<file path="src/rtl/mp3_pkg.sv">
// Shared types and SCI constants for the VS1003 serial-bus scheduler.
package mp3_pkg;

  typedef enum logic [1:0] {
    RST_HOLD,
    IDLE,
    SHIFT,
    GAP
  } state_t;

  localparam logic [7:0]  SCI_WRITE = 8'h02;
  localparam logic [7:0]  SCI_MODE  = 8'h00;
  localparam logic [7:0]  SCI_VOL   = 8'h0B;

  localparam logic [31:0] MODE_INIT = {SCI_WRITE, SCI_MODE, 16'h0800};
  localparam logic [31:0] VOL_INIT  = {SCI_WRITE, SCI_VOL,  16'h6666};

  localparam logic [5:0]  WORD_RISES = 6'd32;

endpackage

</file>
<file path="src/rtl/mp3_bus_sched_if.sv">
// Word-level request handshakes for the SCI command path and the SDI audio stream.
interface mp3_bus_sched_if;
  logic        cmd_valid;
  logic [31:0] cmd_data;
  logic        cmd_ready;
  logic        dat_valid;
  logic [31:0] dat_data;
  logic        dat_ready;

  modport master (
    output cmd_valid, cmd_data, dat_valid, dat_data,
    input  cmd_ready, dat_ready
  );

  modport slave (
    input  cmd_valid, cmd_data, dat_valid, dat_data,
    output cmd_ready, dat_ready
  );
endinterface

</file>
<file path="src/rtl/mp3_tick_gen.sv">
// Bus-tick divider: one-cycle enable every CLK_DIV clocks, restartable via clear.
module mp3_tick_gen #(
  parameter int unsigned CLK_DIV = 50
) (
  input  logic clk,
  input  logic rst,
  input  logic clear,
  output logic tick
);
  localparam int unsigned W = $clog2(CLK_DIV);
  localparam logic [W-1:0] LAST = W'(CLK_DIV - 1);

  logic [W-1:0] cnt_q, cnt_d;

  always_comb begin
    tick  = (cnt_q == LAST);
    cnt_d = tick ? '0 : cnt_q + 1'b1;
    if (clear) cnt_d = '0;
  end

  always_ff @(posedge clk) begin
    if (rst) cnt_q <= '0;
    else     cnt_q <= cnt_d;
  end
endmodule

</file>
<file path="src/rtl/mp3_bus_sched.sv">
// Shares one SCLK/SI pair between the SCI command and SDI audio requesters,
// owns the decoder hardware-reset sequence and gates word starts on DREQ.
module mp3_bus_sched
  import mp3_pkg::*;
#(
  parameter int unsigned CLK_DIV      = 50,
  parameter int unsigned RESET_CYCLES = 1000
) (
  input  logic                  clk,
  input  logic                  rst,
  input  logic                  DREQ,
  input  logic                  hw_reset_req,
  mp3_bus_sched_if.slave        bus,
  output logic                  busy,
  output logic                  XRSET,
  output logic                  XCS,
  output logic                  XDCS,
  output logic                  SI,
  output logic                  SCLK
);
  localparam int unsigned RC_W = $clog2(RESET_CYCLES + 1);
  localparam logic [RC_W-1:0] RC_LAST = RC_W'(RESET_CYCLES - 1);

  state_t           state_q, state_d;
  logic [RC_W-1:0]  rst_cnt_q, rst_cnt_d;
  logic [5:0]       bit_cnt_q, bit_cnt_d;
  logic [31:0]      shreg_q, shreg_d;
  logic             sclk_q, sclk_d;
  logic             xrset_q, xrset_d;
  logic             xcs_q, xcs_d;
  logic             xdcs_q, xdcs_d;
  logic             tick, cmd_acc, dat_acc;

  mp3_tick_gen #(.CLK_DIV(CLK_DIV)) u_tick (
    .clk   (clk),
    .rst   (rst),
    .clear (hw_reset_req),
    .tick  (tick)
  );

  assign cmd_acc       = (state_q == IDLE) && tick && DREQ && bus.cmd_valid;
  assign dat_acc       = (state_q == IDLE) && tick && DREQ && !bus.cmd_valid && bus.dat_valid;
  assign bus.cmd_ready = cmd_acc;
  assign bus.dat_ready = dat_acc;

  assign busy  = (state_q != IDLE);
  assign XRSET = xrset_q;
  assign XCS   = xcs_q;
  assign XDCS  = xdcs_q;
  assign SCLK  = sclk_q;
  assign SI    = shreg_q[31];

  always_comb begin
    state_d   = state_q;
    rst_cnt_d = rst_cnt_q;
    bit_cnt_d = bit_cnt_q;
    shreg_d   = shreg_q;
    sclk_d    = sclk_q;
    xrset_d   = xrset_q;
    xcs_d     = xcs_q;
    xdcs_d    = xdcs_q;

    if (hw_reset_req) begin
      state_d   = RST_HOLD;
      rst_cnt_d = '0;
      bit_cnt_d = '0;
      shreg_d   = '0;
      sclk_d    = 1'b0;
      xrset_d   = 1'b0;
      xcs_d     = 1'b1;
      xdcs_d    = 1'b1;
    end else if (tick) begin
      unique case (state_q)
        RST_HOLD: begin
          if (rst_cnt_q == RC_LAST) begin
            rst_cnt_d = '0;
            xrset_d   = 1'b1;
            state_d   = IDLE;
          end else begin
            rst_cnt_d = rst_cnt_q + 1'b1;
          end
        end
        IDLE: begin
          if (cmd_acc || dat_acc) begin
            shreg_d   = cmd_acc ? bus.cmd_data : bus.dat_data;
            xcs_d     = !cmd_acc;
            xdcs_d    = !dat_acc;
            sclk_d    = 1'b0;
            bit_cnt_d = '0;
            state_d   = SHIFT;
          end
        end
        SHIFT: begin
          // Rising ticks count edges; falling ticks shift, except the one
          // after the 32nd rise, which releases the chip selects instead.
          if (!sclk_q) begin
            sclk_d    = 1'b1;
            bit_cnt_d = bit_cnt_q + 1'b1;
          end else begin
            sclk_d = 1'b0;
            if (bit_cnt_q == WORD_RISES) begin
              xcs_d   = 1'b1;
              xdcs_d  = 1'b1;
              state_d = GAP;
            end else begin
              shreg_d = {shreg_q[30:0], 1'b0};
            end
          end
        end
        GAP:     state_d = IDLE;
        default: state_d = RST_HOLD;
      endcase
    end
  end

  always_ff @(posedge clk) begin
    if (rst) begin
      state_q   <= RST_HOLD;
      rst_cnt_q <= '0;
      bit_cnt_q <= '0;
      shreg_q   <= '0;
      sclk_q    <= 1'b0;
      xrset_q   <= 1'b0;
      xcs_q     <= 1'b1;
      xdcs_q    <= 1'b1;
    end else begin
      state_q   <= state_d;
      rst_cnt_q <= rst_cnt_d;
      bit_cnt_q <= bit_cnt_d;
      shreg_q   <= shreg_d;
      sclk_q    <= sclk_d;
      xrset_q   <= xrset_d;
      xcs_q     <= xcs_d;
      xdcs_q    <= xdcs_d;
    end
  end
endmodule

</file>
<file path="src/flat_wrapper.sv">
// flat-port wrapper written by rule: the top's interface ports become plain ports
module mp3_bus_sched_flat import mp3_pkg::*;
#(
  parameter int unsigned CLK_DIV      = 50,
  parameter int unsigned RESET_CYCLES = 1000
)
  (clk, rst, DREQ, hw_reset_req, busy, XRSET, XCS, XDCS, SI, SCLK, bus_cmd_valid, bus_cmd_data, bus_dat_valid, bus_dat_data, bus_cmd_ready, bus_dat_ready);
  mp3_bus_sched_if bus_i ();
  input  logic clk;
  input  logic rst;
  input  logic DREQ;
  input  logic hw_reset_req;
  output logic busy;
  output logic XRSET;
  output logic XCS;
  output logic XDCS;
  output logic SI;
  output logic SCLK;
  input wire logic [$bits(bus_i.cmd_valid)-1:0] bus_cmd_valid;
  input wire logic [$bits(bus_i.cmd_data)-1:0] bus_cmd_data;
  input wire logic [$bits(bus_i.dat_valid)-1:0] bus_dat_valid;
  input wire logic [$bits(bus_i.dat_data)-1:0] bus_dat_data;
  output wire logic [$bits(bus_i.cmd_ready)-1:0] bus_cmd_ready;
  output wire logic [$bits(bus_i.dat_ready)-1:0] bus_dat_ready;
  assign bus_i.cmd_valid = bus_cmd_valid;
  assign bus_i.cmd_data = bus_cmd_data;
  assign bus_i.dat_valid = bus_dat_valid;
  assign bus_i.dat_data = bus_dat_data;
  assign bus_cmd_ready = bus_i.cmd_ready;
  assign bus_dat_ready = bus_i.dat_ready;
  mp3_bus_sched #(.CLK_DIV(CLK_DIV), .RESET_CYCLES(RESET_CYCLES)) u_core (.clk(clk), .rst(rst), .DREQ(DREQ), .hw_reset_req(hw_reset_req), .bus(bus_i), .busy(busy), .XRSET(XRSET), .XCS(XCS), .XDCS(XDCS), .SI(SI), .SCLK(SCLK));
endmodule
</file>
<file path="config.mk">
export PLATFORM = sky130hd
export DESIGN_NAME = mp3_bus_sched_flat
export DESIGN_NICKNAME = d
export VERILOG_FILES = /design/src/rtl/mp3_pkg.sv /design/src/rtl/mp3_bus_sched_if.sv /design/src/rtl/mp3_tick_gen.sv /design/src/rtl/mp3_bus_sched.sv /design/src/flat_wrapper.sv
export SDC_FILE = /design/constraint.sdc
export NUM_CORES = 1
export LEC_CHECK = 0
export BUFFER_PORTS_ARGS = -buffer_cell sky130_fd_sc_hd__buf_2
export CORE_UTILIZATION = 41
export CTS_CLUSTER_SIZE = 28
export DETAILED_ROUTE_END_ITERATION = 7
export PLACE_DENSITY = 0.64
export REMOVE_ABC_BUFFERS = 1
export SLEW_MARGIN = 10
export SYNTH_ARGS = -nofsm -noshare
export SYNTH_HDL_FRONTEND = slang
export SYNTH_SLANG_ARGS = --single-unit
</file>
<file path="constraint.sdc">
create_clock -name clk -period 6.23 [get_ports clk]
set_clock_uncertainty 0.1 [all_clocks]
set_input_delay 1.5575 -clock clk [delete_from_list [all_inputs] [get_ports clk]]
set_output_delay 1.5575 -clock clk [all_outputs]
set_load 0.01 [all_outputs]
</file>
==> results_dict.tcl, run 1 <==
set metrics [dict create \
    status "completed" \
    hold_viol_final 0 \
    met2_usage 0.2923 \
    clk_latency_ns 0.33 \
    yosys_warnings 0 \
    ys_ff_latch 60 \
    cts_resized 0 \
    hold_buffers 0 \
    use_met3 0.04369 \
    fin_crit_sh 0.6595 \
    p_seq_frac 0.473 \
    clockBufferDepth 2 \
    ios 78 \
    cts_max_level 3 \
    cts_tree "done" \
    netlist_area_mm2 0.003481 \
    path_class "input port to primary output" \
    via_count 3043 \
    layout.nets 533 \
    synthCells 387 \
    rsz0062_at_grt "false" \
    wl_per_cell_um 13.84 \
    core_region_area_mm2 0.008217 \
    layout-drive-gt1-share 0.3022 \
    min_period_ns 4.109 \
    port_buffers 77 \
    num_rows 33 \
    cts.sinks 60 \
    die_x_um 94.14 \
    layout-area-overhead-vs-synth_pct 18.01 \
    grt_max_degree 40 \
    dieArea_mm2 0.008862 \
    grt_usage 0.1843 \
    synth-seq-area-share 0.3451 \
    p_leak_nw 1.710 \
    p_int_uw 632.0 \
    ys.flop_type "dfxtp_1" \
    synth.avg_cell_area_um2 8.994 \
    routed_wl_mm 7.821 \
    drv_slew 0 \
    via_per_inst 5.386 \
    post_cts_buffers 0 \
    power_density_mw_per_mm2 197.9 \
    diodes 0 \
    final_antenna_net_count 0 \
    startpoint_type "input port" \
    tns_ns 0 \
    numCtsBuffers 9 \
    grt_pass1_wl_mm 12.88 \
    share_comb_of_total_power 0.058 \
    critPathRequiredTime_ns 4.57 \
    yosys.cell_types.count 51 \
    grt-ovfl-total 0 \
    hold_class "flop to flop" \
    fmax_mhz 243.4 \
    max-cap-violations 0 \
    cp.arrival_ns 2.45 \
    irDropWorstVdd_mv 0.1602 \
    dp_hpwl_mm 5.571 \
    hold_slack_ns 0.3680 \
    worst_setup_path_end_kind "primary output" \
    grt.busiest_layer "met2" \
    drc_errors 0 \
    grtUsageMet1 0.2510 \
    grt_pass1_vias 2697 \
    async_flop_share 0 \
    drtIter0Drc 132 \
    tightest_slew_ns 0.9425 \
    cp_max_fo 32 \
    antenna_found_initial 0 \
    synth-edff-count 0 \
    die_h_um 94.14 \
    p_switching_uw 180.9 \
    cts.root.buffer_cell "clkbuf_8" \
    dr.pass1.iters 4 \
    relSlewSlack 0.3678 \
    clk_pin_slew_worst_paths_ns 0.07 \
    gp_congestion 0.7880 \
    start_util 0.4236 \
    switching_share 0.2225 \
    power_frac_clock 0.469 \
    report.final.setup_viol 0 \
]
## through the flow
| step | cells | cell area [um^2] | setup slack (ns) | utilization | power (mW) |
|---|---|---|---|---|---|
| global placement | 549 | 3892 | 2.173 | 0.4737 | 0.4402 |
| CTS | 565 | 4108 | 2.140 | 0.4999 | 0.8211 |
| floorplan | 361 | 3319 | 1.645 | - | 0.4137 |
| finish | 565 | 4108 | 2.121 | 0.4999 | 0.8129 |
| global route | 565 | 4108 | 2.040 | 0.4999 | 0.8433 |
| detailed placement | 549 | 3892 | 2.143 | 0.4737 | 0.4403 |
## Yosys cell counts (all sizes together), types with 8 or more instances
cell type	instances	area share
a211oi	33	0.071
a21oi	12	0.017
and3	32	0.058
buf	11	0.030
clkbuf	15	0.016
dfxtp	60	0.35
ha	8	0.029
inv	42	0.045
nand2	8	0.0086
nand3	9	0.013
nor2	51	0.055
o21ai	9	0.013
o32ai	31	0.14
xnor2	8	0.020
## registers in the layout, summed over array words and instances, names as in the netlist
name	cells
u_core.bit_cnt_q	6
u_core.SCLK	1
u_core.u_tick.cnt_q	6
u_core.XDCS	1
u_core.XRSET	1
u_core.shreg_q	32
u_core.rst_cnt_q	10
u_core.XCS	1
u_core.state_q	2
## path summary, 6_finish.rpt
path	slack, ns	endpoint	cells past startpoint	start
worst min-delay path	0.37	u_core.shreg_q[11]	2	u_core.shreg_q[11]
worst max register to register	2.81	u_core.shreg_q[4]	8	u_core.state_q[0]
worst max-delay path	2.12	bus_cmd_ready	6	DREQ
worst min register to register	0.37	u_core.shreg_q[11]	2	u_core.shreg_q[11]
## critical path, cell delays in order
cell and delay, ns:
buf_2 0.10, and4b_1 0.18, buf_4 0.27, nand2_1 0.11, inv_1 0.10, buf_2 0.13
## layer usage
metal	part of all wire	wire, um
met2	0.47	3666
met1	0.48	3754
met4	0.0072	56
met3	0.044	343
met5	0	0
## layout make-up
| class | instances | area [um^2] |
|---|---|---|
| Clock inverter | 7 | 91.34 |
| Clock buffer | 9 | 123.9 |
| Sequential cell | 60 | 1201 |
| Multi-Input combinational cell | 258 | 1968 |
| Inverter | 43 | 161.4 |
| Tap cell | 105 | 131.4 |
| Fill cell | 830 | 4109 |
| Timing Repair Buffer | 83 | 430.4 |
## power groups by stage
stage	Clock (mW)	Sequential (mW)	Combinational [mW]
final	0.381	0.385	0.0470
after global routing	0.408	0.384	0.0513
after CTS	0.389	0.385	0.0474
after detailed placement	0	0.393	0.0470
after global placement	0	0.393	0.0468
after floorplan	0	0.393	0.0204
## cells in the final DEF, fill, tap and decap left out, types with 9 or more instances in the layout
master	Yosys	final
nor2_1	51	51
and3_1	32	32
inv_1	41	41
o32ai_2	30	30
buf_2	6	77
nand3_1	9	9
clkbuf_8	0	9
a21oi_1	12	12
a211oi_1	33	33
dfxtp_1	60	60
## cells by family after synthesis
kind of cell	synth area share
xor gates and xnor gates	0.02516
buffers and inverters	0.09274
AOI/OAI and AO/OA	0.2922
DFF	0.3451
muxes	0.008627
adders and majority gates	0.02876
and+or+nand+nor	0.2074
Note: power is estimated with default switching activity, not from simulation.
==> run 2, diff against run 1 <==
--- a/config.mk
+++ b/config.mk
@@ -9,7 +9,7 @@
 export CORE_UTILIZATION = 41
 export CTS_CLUSTER_SIZE = 28
 export DETAILED_ROUTE_END_ITERATION = 7
-export PLACE_DENSITY = 0.64
+export PLACE_DENSITY = 0.67
 export REMOVE_ABC_BUFFERS = 1
 export SLEW_MARGIN = 10
 export SYNTH_ARGS = -nofsm -noshare
==> constraint.sdc (replaced) <==
create_clock -name clk -period 3.71 [get_ports clk]
set_clock_uncertainty 0.1 [all_clocks]
set_input_delay 0.9275 -clock clk [delete_from_list [all_inputs] [get_ports clk]]
set_output_delay 0.9275 -clock clk [all_outputs]
set_load 0.01 [all_outputs]
==> results_dict.tcl, run 2 (synthesis gave the netlist of run 1 again) <==
set metrics [dict create \
    status "completed" \
    fin_util 0.5004 \
    cts_tree "done" \
    fmax_mhz 345.5 \
    grt_pass1_vias 2771 \
    cts.sinks 60 \
    cpMaxStageDelayCell "dfxtp_1" \
    cp_max_fo 32 \
    irDropWorstVdd_mv 0.2187 \
    worst_setup_path_end_kind "primary output" \
    via_count 3131 \
    startpoint_type "flop" \
    critPathRequiredTime_ns 2.68 \
    final_antenna_net_count 0 \
    fillers 784 \
    min_period_ns 2.894 \
    layout-drive-gt1-share 0.3037 \
    cts_max_level 3 \
    layout_common_cells "buf_2, dfxtp_1, nor2_1" \
    max-cap-violations 0 \
    hold_viol_final 0 \
    layout-area-overhead-vs-synth_pct 18.12 \
    wl_met2_mm 3.725 \
    drtIter0Drc 144 \
    diodes 0 \
    cp_cell_sequence "inv_1, ha_1, and4b_1, buf_4, nand2_1, inv_1, buf_2" \
    rrSetupSlack_ns 0.96 \
    dr_wl_met3_um 373 \
    dr.pass1.iters 4 \
    hold_buffers 0 \
    path_class "flop to primary output" \
    hold_class "flop to flop" \
    dp_hpwl_mm 5.567 \
    antenna_found_initial 0 \
    relSlewSlack 0.5183 \
    r2r_end "u_core.shreg_q[4]" \
    largest_reg_flops 32 \
    clockBufferDepth 2 \
    cp.arrival_ns 1.87 \
    r2r_start "u_core.state_q[0]" \
    drv_slew 0 \
    ios 78 \
    rsz0062_at_grt "false" \
    wl_met1_mm 3.805 \
    wl_per_cell_um 14.11 \
    worst-path-buf-inv 4 \
    cts_resized 0 \
    clk_pin_slew_worst_paths_ns 0.07 \
    path_common_cell "inv_1" \
    grt_pass1_wl_mm 12.92 \
    gp_congestion 0.8381 \
    grt_usage 0.1866 \
    via_per_inst 5.532 \
    reg2reg_depth 9 \
    core_region_area_mm2 0.008217 \
    post_cts_buffers 0 \
    grt_max_degree 36 \
    hold-path-endpoint "u_core.shreg_q[22]" \
    layout_commonest_cell "buf_2" \
    reg.largest.list "u_core.shreg_q x32, u_core.rst_cnt_q x10" \
    p_leak_nw 1.715 \
    start_util 0.4236 \
    dieArea_mm2 0.008862 \
    drc_errors 0 \
    layout.nets 534 \
    cts.root.buffer_cell "clkbuf_8" \
    port_buffers 77 \
    clk_latency_ns 0.34 \
    critPathMaxStageDelay_ns 0.33 \
    routed_wl_mm 7.988 \
    min_from "u_core.shreg_q[22]" \
    num_rows 33 \
    cpLargestDelayFamily "buffers and inverters" \
    tightest_slew_ns 0.7150 \
    highest_layer "met4" \
    fin_crit_sh 0.7800 \
    power_density_mw_per_mm2 320.4 \
    report.final.setup_viol 0 \
    grt-ovfl-total 0 \
    numCtsBuffers 9 \
    whs_path_depth 2 \
    top_register "u_core.shreg_q" \
    die_h_um 94.14 \
    die_x_um 94.14 \
    tns_ns 0 \
]
==> run 2: cell types whose count changed in the layout (fill, tap and decap cells not counted), sizes merged <==
| cell | change |
|---|---|
| buf | +1 |
| inv | +2 |
| clkinvlp | -1 |
| bufinv | -1 |
==> run 2: layout make-up <==
cell class | count | area, um^2 | area share
clock buffer | 9 | 123.9 | 0.03013
clock inverter | 7 | 75.07 | 0.01826
inverter | 43 | 161.4 | 0.03926
multi-input combinational | 258 | 1968 | 0.4787
sequential | 60 | 1201 | 0.2921
tap | 105 | 131.4 | 0.03195
timing repair buffer | 84 | 450.4 | 0.1096
==> run 2: worst min-delay path: stages, from the launching register on <==
cell	delay (ns)
dfxtp_1	0.31
inv_1	0.06
o32ai_2	0.06
==> run 2: routing by layer <==
metal	track usage	vias to the layer above
met5	0	-
met4	0.05256	0
met3	0.05340	8
met2	0.3080	64
met1	0.2348	1496
li1	-	1563
==> run 2: report_power, final <==
part           switching [mW]  leakage, nW  total [mW]  internal [mW]
logic                  0.0387         1.13      0.0812         0.0425
clock network           0.276        0.104       0.591          0.314
registers             0.00102        0.483       0.646          0.645
==> run 2: how the worst max path moves through the flow <==
stage                           start                  to  slack, ns  cells past startpoint
floorplan           u_core.state_q[0]  u_core.shreg_q[11]      -0.32                      6
global placement        bus_cmd_valid       bus_cmd_ready       0.90                      6
detailed placement      bus_cmd_valid       bus_cmd_ready       0.84                      6
CTS                 u_core.state_q[1]       bus_cmd_ready       0.82                      7
global route        u_core.state_q[1]       bus_cmd_ready       0.70                      7
finish              u_core.state_q[1]       bus_cmd_ready       0.82                      7
==> run 2: through the flow <==
| step | area (um^2) | cells | hold WS, ns | power (mW) | setup slack [ns] |
|---|---|---|---|---|---|
| 3_5_place_dp | 3913 | 550 | 0.3580 | 0.7414 | 0.8417 |
| 5_1_grt | 4111 | 566 | 0.3808 | 1.369 | 0.7048 |
| 2_1_floorplan | 3319 | 361 | 0.3334 | 0.6947 | -0.3242 |
| 3_3_place_gp | 3913 | 550 | 0.3446 | 0.7410 | 0.9036 |
| 4_1_cts | 4111 | 566 | 0.3710 | 1.334 | 0.8236 |
| 6_report | 4111 | 566 | 0.3699 | 1.317 | 0.8160 |
==> run 3, diff against run 2 <==
==> constraint.sdc (replaced) <==
create_clock -name clk -period 2.4 [get_ports clk]
set_clock_uncertainty 0.1 [all_clocks]
set_input_delay 0.6 -clock clk [delete_from_list [all_inputs] [get_ports clk]]
set_output_delay 0.6 -clock clk [all_outputs]
set_load 0.01 [all_outputs]
==> results_dict.tcl, run 3 (synthesis gave the netlist of run 1 again) <==
set metrics [dict create \
    status "completed" \
    drv_slew 0 \
    core_region_area_mm2 0.008217 \
    dp_hpwl_mm 5.637 \
    routed_wl_mm 8.169 \
    final_antenna_net_count 0 \
    worst_setup_path_end_kind "flop" \
    num_rows 33 \
    cpMaxStageDelayCell "or3_1" \
    setup_ws_ns 0.1009 \
    hold_class "flop to flop" \
    fin_util 0.5185 \
    drtIter0Drc 166 \
    dieArea_mm2 0.008862 \
    layout_common_cells "buf_2, dfxtp_1, nor2_1" \
    grt_usage 0.1865 \
    cp_cell_sequence "inv_1, ha_1, and3_1, o211ai_2, or3_1, buf_12, o32ai_2" \
    p_leak_nw 1.778 \
    grt_pass1_vias 2682 \
    place_ws_ns 0.1840 \
    clk_pin_slew_worst_paths_ns 0.07 \
    post_cts_buffers 0 \
    clk_latency_ns 0.34 \
    fmax_mhz 435.0 \
    die_h_um 94.14 \
    critPathMaxStageDelay_ns 0.42 \
    drc_errors 0 \
    grt_max_degree 35 \
    layout-area-overhead-vs-synth_pct 22.39 \
    max-cap-violations 0 \
    min_period_ns 2.299 \
    tightest_slew_ns 0.5180 \
    fillers 772 \
    wl_per_cell_um 14.21 \
    report.final.setup_viol 0 \
    gp_congestion 0.8165 \
    antenna_found_initial 0 \
    layout_commonest_cell "buf_2" \
    cts_tree "done" \
    via_count 3150 \
    tns_ns 0 \
    fin_crit_sh 0.9579 \
    dr.pass1.iters 4 \
    power_density_mw_per_mm2 505.0 \
    cp.arrival_ns 2.45 \
    layout.nets 543 \
    top_register "u_core.shreg_q" \
    grt_pass1_wl_mm 12.82 \
    cts.sinks 60 \
    multiInputGateArea_mm2 0.001999 \
    start_util 0.4236 \
    die_x_um 94.14 \
    irDropWorstVdd_mv 0.2976 \
    path_class "flop to flop" \
    seq_area_mm2 0.001202 \
    worst-path-buf-inv 2 \
    cts_max_level 3 \
    cp_max_fo 31 \
    clockBufferDepth 2 \
    via_per_inst 5.478 \
    cpLargestDelayFamily "simple AND/OR/NAND/NOR gates" \
    startpoint_type "flop" \
    hold_viol_final 0 \
    grt-ovfl-total 0 \
    diodes 0 \
    numCtsBuffers 9 \
    critPathRequiredTime_ns 2.55 \
    ios 78 \
    largest_reg_flops 32 \
    reg.largest.list "u_core.shreg_q x32, u_core.rst_cnt_q x10" \
    rsz0062_at_grt "false" \
    layout-drive-gt1-share 0.3319 \
    port_buffers 77 \
    cts.root.buffer_cell "clkbuf_8" \
    relSlewSlack 0.6498 \
]
-- run 3: changes by cell type in the layout (fill, tap and decap cells not counted), moves of 2 or more --
cell / previous run / this run
ha_1: 8 / 6
buf_12: 1 / 3
and4b_2: 0 / 2
and4b_1: 2 / 0
buf_4: 6 / 13
-- run 3: stage by stage --
stage                     cells  power [mW]  cell area [um^2]  hold slack (ns)
after floorplan             361       1.074              3319           0.3334
after detailed placement    559       1.151              4005           0.3548
after global placement      559       1.150              4005           0.3437
after CTS                   575       2.179              4235           0.3672
final                       575       2.151              4260           0.3494
after global routing        575       2.233              4260           0.3762
-- run 3: power by group --
group          internal [mW]  switching (mW)  total, mW
Clock                  0.591           0.432       1.02
Sequential             0.997         0.00174      0.998
Combinational         0.0703          0.0597      0.130
-- run 3: area by class of cell --
type	count	area share
Clock buffer	9	0.02907
Clock inverter	7	0.02320
Multi-Input combinational cell	258	0.4693
Inverter	43	0.03789
Sequential cell	60	0.2822
Timing Repair Buffer	93	0.1275
Tap cell	105	0.03084
-- run 3: per-layer routing --
metal	up-vias	GRT usage	part of all wire
li1	1578	-	-
met3	14	0.03155	0.057
met1	1466	0.2502	0.47
met2	92	0.2905	0.46
met4	0	0.08333	0.018
met5	-	0	0
-- run 3: worst paths after layout --
kind	startpoint	cells after the start	endpoint	slack [ns]
worst max-delay path	u_core.state_q[0]	7	u_core.shreg_q[25]	0.10
worst min-delay path	u_core.u_tick.cnt_q[0]	1	u_core.u_tick.cnt_q[0]	0.35
worst max register to register	u_core.state_q[0]	7	u_core.shreg_q[25]	0.10
worst min register to register	u_core.u_tick.cnt_q[0]	1	u_core.u_tick.cnt_q[0]	0.35
-- run 3: what timing repair did --
action	CTS	global route
resized for setup	2	7
setup endpoints to repair	2	2
hold buffers	0	0
